[src/rtl/a0_trace_fifo.sv]
// Purpose: records each change of the CPU a0 register, tagged with a cycle stamp, in a small FIFO.
// Latency: a capture in cycle N shows at the head in cycle N+1 when the FIFO was empty (first-word fall-through).
// Backpressure: out_valid/out_ready drain; a capture that meets a full FIFO with no pop is dropped and sets sticky overflow.
module a0_trace_fifo #(
    parameter int DATA_WIDTH  = 32,
    parameter int DEPTH       = 16,
    parameter int STAMP_WIDTH = 16
) (
    input  logic                       clk,
    input  logic                       rst,
    input  logic                       en,
    input  logic [DATA_WIDTH-1:0]      a0,
    output logic [DATA_WIDTH-1:0]      out_data,
    output logic [STAMP_WIDTH-1:0]     out_stamp,
    output logic                       out_valid,
    input  logic                       out_ready,
    output logic [$clog2(DEPTH):0]     count,
    output logic                       overflow
);

    localparam int AW = $clog2(DEPTH);
    localparam int CW = AW + 1;
    localparam logic [CW-1:0] FULL_CNT = CW'(DEPTH);

    typedef struct packed {
        logic [DATA_WIDTH-1:0]  data;
        logic [STAMP_WIDTH-1:0] stamp;
    } entry_t;

    entry_t                 mem [DEPTH];
    logic [AW-1:0]          wr_ptr;
    logic [AW-1:0]          rd_ptr;
    logic [STAMP_WIDTH-1:0] stamp;
    logic [DATA_WIDTH-1:0]  prev;
    logic                   prev_valid;

    logic cap;
    logic full;
    logic pop;
    logic push;
    logic drop;

    // Change detect, and accept/drop decisions; full/empty come from count, never pointer equality.
    always_comb begin
        cap  = en && (!prev_valid || (a0 != prev));
        full = (count == FULL_CNT);
        pop  = out_valid && out_ready;
        push = cap && (!full || pop);
        drop = cap && full && !pop;
    end

    // Head presentation; storage is never reset, so gate it with out_valid.
    always_comb begin
        out_valid = (count != '0);
        out_data  = out_valid ? mem[rd_ptr].data  : '0;
        out_stamp = out_valid ? mem[rd_ptr].stamp : '0;
    end

    // Free-running stamp, change-detect history, pointers, occupancy and sticky overflow.
    always_ff @(posedge clk) begin
        if (rst) begin
            stamp      <= '0;
            prev       <= '0;
            prev_valid <= 1'b0;
            wr_ptr     <= '0;
            rd_ptr     <= '0;
            count      <= '0;
            overflow   <= 1'b0;
        end else begin
            stamp <= stamp + 1'b1;
            // A dropped change still updates prev, so it is never re-detected later.
            if (en) begin
                prev       <= a0;
                prev_valid <= 1'b1;
            end
            if (push) wr_ptr <= wr_ptr + 1'b1;
            if (pop)  rd_ptr <= rd_ptr + 1'b1;
            if (push && !pop)      count <= count + 1'b1;
            else if (pop && !push) count <= count - 1'b1;
            if (drop) overflow <= 1'b1;
        end
    end

    // Entry storage; when full with a same-cycle pop, the tail slot is the one being freed.
    always_ff @(posedge clk) begin
        if (!rst && push) begin
            mem[wr_ptr] <= '{data: a0, stamp: stamp};
        end
    end

endmodule

[config.mk]
export PLATFORM = sky130hd
export DESIGN_NAME = a0_trace_fifo
export DESIGN_NICKNAME = d
export VERILOG_FILES = /design/src/rtl/a0_trace_fifo.sv
export SDC_FILE = /design/constraint.sdc
export NUM_CORES = 1
export LEC_CHECK = 0
export CAP_MARGIN = 20
export CORE_ASPECT_RATIO = 0.6
export CORE_UTILIZATION = 45
export CTS_BUF_LIST = sky130_fd_sc_hd__clkbuf_8
export DETAILED_ROUTE_END_ITERATION = 8
export SKIP_CTS_REPAIR_TIMING = 1
export SYNTH_ARGS = -nofsm -noshare
export SYNTH_HDL_FRONTEND = slang
export SYNTH_SLANG_ARGS = --single-unit
[constraint.sdc]
create_clock -name clk -period 7.3 [get_ports clk]
set_input_delay 1.095 -clock clk [delete_from_list [all_inputs] [get_ports clk]]
set_output_delay 1.095 -clock clk [all_outputs]
set_load 0.02 [all_outputs]
[Yosys cells after proc, flatten, opt, wreduce, memory -nomap -nowiden]
Memories as Yosys holds them, arrays and structs flattened. A register that Yosys moved wholly into a read port is not among the register bits.
Index checks and enable logic that the tools add are counted.
Widths: inputs -> output; s select.
Word-level totals
  register bits after elaboration: 63
  logic and storage cells: 40
  output and inout port bits: 55
  memories: 1
  bits in writable memories: 768
Memory list
  mem: words 16, bits a word 48, rd ports 1, clocked after memory_dff 1, wr ports 1, line 30  | entry_t mem [DEPTH];
Operators by class
  reduce and logical (&&, ||, !) cells: 17
  equal/unequal tests: 2
  muxes and demuxes: 8
  add/sub/neg operators: 5
Operator list (number)
  $mux 32: 1
  $ne 32x32->1: 1
  $add 16x1->16 const B: 1
  $mux 16: 1
  $mux 5: 2
  $add 4x1->4 const B: 2
  $logic_and 1x1->1: 8
  $mux 4: 2
  $add 5x1->5 const B: 1
  $eq 5x5->1 const B: 1
  $logic_not 1->1: 5
  $reduce_bool 5->1: 1
  $sub 5x1->5 const B: 1
  $logic_or 1x1->1: 2
  $mux 1: 2
  $reduce_bool 2->1: 1

[Logic depth before layout (Yosys ltp)]
Gate-level depths: netlist of the first run.
  depth after elaboration: 8
  mapped depth: 17
  gate-level depth less buffers: 15

[Worst setup path after synthesis of the first run]
No wires, ideal clock.
  kind: input port to flip-flop
  start point: in en
  end point: mem mem[0][0] (netlist name), enable pin
  data arrival time: 6.524 ns
  buffers on the path: 2
  stages: 5
  required time: 6.727 ns
  setup time: 0.573 ns
  setup slack: 0.203 ns
  cells stage by stage: clkbuf_1 -> nand2_1 -> a21o_1 -> buf_2 -> nor4_1
On the way
  word-level cells in the longest chain between the ends: 5
RTL lines
  from (decl): line 11  | input logic en,
  $logic_and 1x1->1: line 45  | cap = en && (!prev_valid || (a0 != prev));
  $logic_and 1x1->1: line 48  | push = cap && (!full || pop);
  $logic_and 1x1->1: line 86  | if (!rst && push) begin
  $mux 1: line 86
  $mux 1 (not written as such): line 87  | mem[wr_ptr] <= '{data: a0, stamp: stamp};
  to (decl): line 30
Every way passes these cells.

[Final worst setup path of the first run]
  start point: in a0[1]
  end point: reg count[4]
On the way
  word-level cells in the longest chain between the ends: 7
RTL lines
  from (decl): line 12  | input logic [DATA_WIDTH-1:0] a0,
  $ne 32x32->1 (*): line 45
  $logic_or 1x1->1 (*): line 45
  $logic_and 1x1->1 (*): line 45
  $logic_and 1x1->1 (*): line 48
  $logic_not 1->1: line 79  | else if (pop && !push) count <= count - 1'b1;
  $logic_and 1x1->1: line 79
  $reduce_bool 2->1 (no line)
  to (signal assigned): line 78  | if (push && !pop) count <= count + 1'b1;
  to (signal assigned): line 79
  to (decl): line 17  | output logic [$clog2(DEPTH):0] count,
Mark *: on every way between the ends. The rest lies on a longest branch, timed or not.
A chain may end at the register's enable or synchronous reset.

==> key figures, run 1 <==
Status
  • Status: complete, no violations

Die
  • Die height: 210 um
  • DIE WIDTH: 348 um
  • Core ar.: 0.0705 mm^2
  • Rows: 75
  • Die area: 0.0730 mm^2
  • Io pins: 91
  • Initial Utilization: 45.9%

Clock network
  • CTS Sinks: 835
  • Root buffer cell: clkbuf_8
  • CTS tree: built
  • Clock-pin slew on the worst setup and hold paths: 0.07 ns
  • Max clock buf depth: 3
  • H-tree levels: 3
  • Total CTS buffers: 118
  • Worst-skew pair later-pin latency: 0.75 ns

Synth
  • Syn_area_per_cell: 22.0 um^2
  • Syn nets: 1514
  • Netlist cell types: 41
  • Synthesized cell area: 0.0323 mm^2
  • Sequential share of the synthesized area: 75.4%
  • Post-synthesis register bit count: 835
  • Synth Warn #: 0
  • Mapped Cells: 1467

Timing
  • Setup Viol. Count Final: 0
  • Hold Fails Final Rpt: 0
  • Final TNS setup: 0 ns
  • Final Max Slew Viols: 0
  • Max_slew headroom: 31.7%
  • Least-Margin Pin Slew: 1.02 ns
  • Fmax: 0.181 GHz
  • Setup repair after global routing missed its margin: no
  • Fin crit share: 75.6%
  • Setup Skew: 0.0470 ns
  • Minimum clock period after layout: 5.52 ns

Worst setup path
  • Startpoint types: input pin
  • Critical path cell sequence: clkdlybuf4s50_1 > xnor2_1 > nand4_1 > nor4_2 > a21o_1 > inv_1 > ha_1 > inv_1 > ha_1 > nor2b_1 > o21a_1 > or3_1 > a21oi_1 > xnor2_1 > nor2_1
  • CP bufs+invs: 3
  • End point of the critical path: count[4]
  • Worst R2R End: count[4]
  • RR Startpoint: prev[1]
  • Slowest stage delay, CP: 0.87 ns
  • Critical path's top delay family: simple AND/OR/NAND/NOR gates
  • R2R depth: 14
  • CP max stage cell: nor4_2
  • Required time of the critical path: 7.88 ns
  • Crit path max fanout: 18
  • WS Path Type: input pin to flop
  • Crit path launch: a0[1]
  • Critical Path AT: 6.10 ns
  • Stages on worst setup path: 15
  • Internal reg-to-reg setup slack: 2.77 ns
  • Crit end category: flop

Detailed routing
  • Uppermost layer routed: met5
  • Total wire length: 75700 um
  • WL/cell: 27.9 um
  • DR vias: 15391
  • Metal2 WL: 34400 um
  • Routed Antenna Nets: 0
  • DRC Markers: 0
  • Vias per Instance: 5.67
  • M1 WL: 34900 um
  • Met3 Wirelength: 5380 um
  • TritonRoute pass-1 iters: 5
  • 1st-iter DRT viols: 1649

Finish
  • Layout cells sized above 1: 26.6%
  • Commonest non-fill, non-tap cells in the layout: edfxtp_1, mux4_2, clkbuf_8
  • Commonest non-fill, non-tap cell in the layout: edfxtp_1
  • Nets@finish: 1696
  • Finished Core Util: 52.3%
  • Area grow syn2layout: 13.9%

Global routing
  • Grt total ovfl: 0
  • Vias in the first global route: 15871
  • GRT Total Usage: 21.2%
  • First-pass GRT wire length: 111000 um
  • Pin count of the biggest net entering global routing: 68
  • Initial antenna violation count: 5

Power and ir drop
  • Maximum VDD drop: 0.000225 V
  • Pleak: 11.6 nW
  • Total power: 12.0 mW
  • Power density over the cells: 326 mW/mm^2

Job
  • Number of max-cap violations: 0

Min path
  • Worst Hold Depth: 2
  • Worst Hold Class: flop to flop

Placed design
  • HPWL after DPL: 39400 um
  • Port bufs: 90
  • Final Wtd Congestion: 0.778
## area by class of cell
type	count	area (um^2)
sequential	835	24400
antenna	2	5.00
multi-input combinational	547	7560
clock buffer	136	1870
inverter	10	37.5
clock inverter	85	478
timing repair buffer	137	1270
tap	962	1200
fill	5534	33600
## per-stage QoR
stage,hold slack [ns],cells,setup slack [ns],cell area [um^2]
floorplan,0.434,1467,0.203,32300
global placement,0.449,2491,1.31,34500
detailed placement,0.460,2491,1.13,34500
CTS,0.473,2712,1.84,36800
global route,0.506,2712,1.59,36800
finish,0.472,2714,1.78,36800
## logic make-up after synthesis
kind of cell | Yosys count | synth area share [%]
buffers and inverters | 85 | 1.47
AOI/OAI and AO/OA | 19 | 0.383
xor gates and xnor gates | 51 | 1.38
DFF | 835 | 75.4
and+or+nand+nor | 192 | 3.11
muxes | 274 | 17.8
adders and majority gates | 11 | 0.449
## worst min path at each step
stage / from / endpoint
after detailed placement: prev_valid / prev_valid
after global routing: prev_valid / prev_valid
after CTS: prev_valid / prev_valid
after global placement: overflow / overflow
final: prev_valid / prev_valid
after floorplan: prev_valid / prev_valid
## cells in the mapped netlist
master	n	share of area, %
dfxtp_1	67	4.1
a21oi_1	7	0.11
mux2i_1	34	1.1
nand4_1	12	0.23
o311ai_0	1	0.027
nand2b_1	2	0.039
buf_6	19	0.66
xnor2_1	34	0.92
buf_1	13	0.15
clkbuf_1	35	0.41
inv_1	10	0.12
edfxtp_1	768	71
nor4_1	9	0.17
fa_1	1	0.062
a21o_1	3	0.070
ha_1	10	0.39
a211oi_1	1	0.023
nand3b_1	1	0.023
a311o_1	1	0.031
and4_1	2	0.054
nor3_1	14	0.22
nand3_1	13	0.20
a2111oi_0	1	0.027
o211ai_1	1	0.023
nand2_1	13	0.15
buf_2	6	0.093
and3_1	4	0.077
xor2_1	17	0.46
o21a_1	1	0.023
nor2b_1	3	0.058
mux4_2	240	17
nor4_2	1	0.039
buf_4	1	0.023
or3_1	3	0.058
nor4_4	1	0.066
and2_1	49	0.95
a31oi_1	1	0.019
o21ai_0	2	0.031
nor2_1	63	0.73
or4_1	2	0.046
clkbuf_2	1	0.015
## power breakdown
part	switching (mW)	total, mW	internal, mW
clock network	1.74	3.61	1.87
logic	1.36	2.83	1.47
registers	0.194	5.55	5.36
## tightest hold or removal path, cell delays in order (launching register included)
cell and delay [ns]:
dfxtp_1 0.33, nor2_1 0.04, nor2_1 0.06
## state kept, by name, summed over array words and instances (netlist names), named ones only
signal,flops
mem,768
prev,32
stamp,16
count,5
rd_ptr,4
wr_ptr,4
overflow,1
prev_valid,1
## layer usage
layer / vias up / track usage (%)
met5: - / 0
met4: 2 / 4.24
met3: 82 / 5.11
met2: 499 / 31.2
met1: 8337 / 32.6
li1: 6471 / -
Note: power is estimated with default switching activity, not from simulation.
==> run 2, diff against run 1 <==
==> constraint.sdc (replaced) <==
create_clock -name clk -period 4.7 [get_ports clk]
set_input_delay 0.705 -clock clk [delete_from_list [all_inputs] [get_ports clk]]
set_output_delay 0.705 -clock clk [all_outputs]
set_load 0.02 [all_outputs]
==> run 2 against run 1 <==
Power up 55%. Count of clock-buffer cells in the layout down 4. Sequential share of layout area down 1.1 points. Register-to-register slack worse by 1.7 ns. Worst hold slack better by 0.012 ns. Sequential power up 53%. Clock skew down 0.0082 ns. Core utilization up 0.89 points. Critical path type is now flop to output port. Largest power group unchanged. Highest routed layer unchanged.
==> key figures, run 2 (same netlist as run 1, synthesis figures left out) <==
Worst setup path
  • R2R depth: 14
  • Worst R2R End: count[4]
  • Startpoint types: flop
  • Critical path's top delay family: buffers and inverters
  • Most used cell, CP: mux4_2
  • Critical Path AT: 3.66 ns
  • Crit path max fanout: 27
  • Internal reg-to-reg setup slack: 1.03 ns
  • Critical path cell sequence: buf_12 > buf_4 > mux4_2 > mux4_2 > and2_1 > clkdlybuf4s50_1
  • Required time of the critical path: 3.99 ns
  • Crit end category: output port
  • CP bufs+invs: 3
  • CP max stage cell: mux4_2
  • WS Path Type: flop to output port
  • RR Startpoint: count[0]
  • Slowest stage delay, CP: 0.61 ns

Finish
  • Area grow syn2layout: 15.8%
  • Nets@finish: 1746
  • Layout cells sized above 1: 28.6%
  • Most flop-heavy register: mem
  • Ant. Diodes: 0
  • Fin area: 0.0375 mm^2
  • Finished Core Util: 53.2%
  • Largest regs: mem x768, prev x32, stamp x16
  • Non-Filler Instances: 2767
  • Max FFs per register: 768
  • Commonest non-fill, non-tap cell in the layout: edfxtp_1
  • Commonest non-fill, non-tap cells in the layout: edfxtp_1, mux4_2, clkbuf_8

Timing
  • Setup Viol. Count Final: 0
  • Max_slew headroom: 35.4%
  • Setup Skew: 0.0388 ns
  • Fmax: 0.229 GHz
  • Hold Slack: 0.483 ns
  • Least-Margin Pin Slew: 0.969 ns
  • Minimum clock period after layout: 4.36 ns
  • Final Max Slew Viols: 0
  • Setup repair after global routing missed its margin: no
  • Fin crit share: 92.8%
  • Hold Fails Final Rpt: 0

Clock network
  • Root buffer cell: clkbuf_8
  • CTS Sinks: 835
  • H-tree levels: 3
  • Clock-pin slew on the worst setup and hold paths: 0.06 ns
  • Worst-skew pair later-pin latency: 0.76 ns
  • Total CTS buffers: 119
  • CTS tree: built
  • Max clock buf depth: 3

Min path
  • Hold Crit Start: rd_ptr[3]
  • Worst Hold Depth: 2
  • Worst Hold Class: flop to flop

Power and ir drop
  • Sequential power share: 45.6%
  • Maximum VDD drop: 0.000297 V
  • Sw Share: 28.0%
  • Pint: 13.4 mW
  • Psw: 5.23 mW
  • Power density over the cells: 498 mW/mm^2
  • Total power: 18.6 mW
  • Clk pwr share: 29.4%
  • Comb pwr share: 25.0%
  • Pleak: 11.9 nW

Detailed routing
  • DRC Markers: 0
  • Metal2 WL: 34000 um
  • TritonRoute pass-1 iters: 8
  • Total wire length: 77200 um
  • Vias per Instance: 5.73
  • Routed Antenna Nets: 0
  • M1 WL: 36100 um
  • Met3 Wirelength: 5820 um
  • 1st-iter DRT viols: 1406
  • Uppermost layer routed: met5
  • DR vias: 15861
  • WL/cell: 27.9 um

Job
  • Number of max-cap violations: 0

Die
  • DIE WIDTH: 348 um
  • Die area: 0.0730 mm^2
  • Rows: 75
  • Initial Utilization: 45.9%
  • Io pins: 91
  • Core ar.: 0.0705 mm^2
  • Die height: 210 um

Placed design
  • Port bufs: 90
  • Final Wtd Congestion: 0.760
  • Dpl cell area: 0.0352 mm^2
  • Cell Count Post-Placement: 2540
  • HPWL after DPL: 40600 um

Global routing
  • Vias in the first global route: 16150
  • Initial antenna violation count: 4
  • First-pass GRT wire length: 113000 um
  • GRT Total Usage: 21.8%
  • Pin count of the biggest net entering global routing: 67
  • Grt total ovfl: 0

Status
  • Status: complete, no violations
-- run 2: final cells by class --
class	instances	area (um^2)
Clock inverter	95	483
Inverter	10	37.5
Fill cell	5474	33000
Timing Repair Buffer	186	1910
Multi-Input combinational cell	547	7590
Sequential cell	835	24400
Tap cell	962	1200
Clock buffer	132	1820
-- run 2: metal layers --
layer / vias up / global-route usage, %
met5: - / 0
met4: 4 / 4.95
met3: 107 / 4.67
met2: 664 / 30.8
met1: 8509 / 34.7
li1: 6577 / -
-- run 2: how the worst max path moves through the flow --
stage / startpoint / endpoint / slack (ns) / cells past startpoint
2_1_floorplan: en / mem[10][0] / -0.87 / 6
3_3_place_gp: a0[6] / count[4] / 0.18 / 17
5_1_grt: flop / out_data[9] / 0.11 / 6
6_report: flop / out_data[9] / 0.34 / 6
4_1_cts: flop / out_data[20] / 0.22 / 5
3_5_place_dp: a0[6] / count[4] / 0.14 / 17
-- run 2: stage by stage --
step | worst slack (ns) | TNS (ns)
detailed placement | 0.135 | 0
global route | 0.114 | 0
global placement | 0.177 | 0
CTS | 0.220 | 0
floorplan | -0.869 | -480.77
finish | 0.336 | 0
-- run 2: worst reg2reg max path, stage by stage (launching register included) --
cell	delay, ns
dfxtp_1	0.37
nor4_1	0.70
nand3b_1	0.25
nand2_1	0.31
a21o_1	0.19
inv_1	0.06
ha_1	0.25
inv_1	0.10
ha_1	0.25
nor2b_1	0.16
o21a_1	0.19
or3_1	0.30
a21oi_1	0.20
xnor2_1	0.14
nor2_1	0.05
-- run 2: power by group through the flow --
stage	sequential (mW)	combinational, mW	clock (mW)
6_report	8.50	4.66	5.48
5_1_grt	8.53	4.98	5.94
4_1_cts	8.51	4.75	5.60
3_5_place_dp	8.67	4.74	0
3_3_place_gp	8.65	4.72	0
2_1_floorplan	8.57	3.23	0
==> run 3, diff against run 2 <==
--- a/config.mk
+++ b/config.mk
@@ -10,6 +10,7 @@
 export CORE_UTILIZATION = 45
 export CTS_BUF_LIST = sky130_fd_sc_hd__clkbuf_8
 export DETAILED_ROUTE_END_ITERATION = 8
+export GPL_ROUTABILITY_DRIVEN = 0
 export SKIP_CTS_REPAIR_TIMING = 1
 export SYNTH_ARGS = -nofsm -noshare
 export SYNTH_HDL_FRONTEND = slang
==> results of run 3 <==
The final DEF is identical to that of run 2; final timing and power are the same.
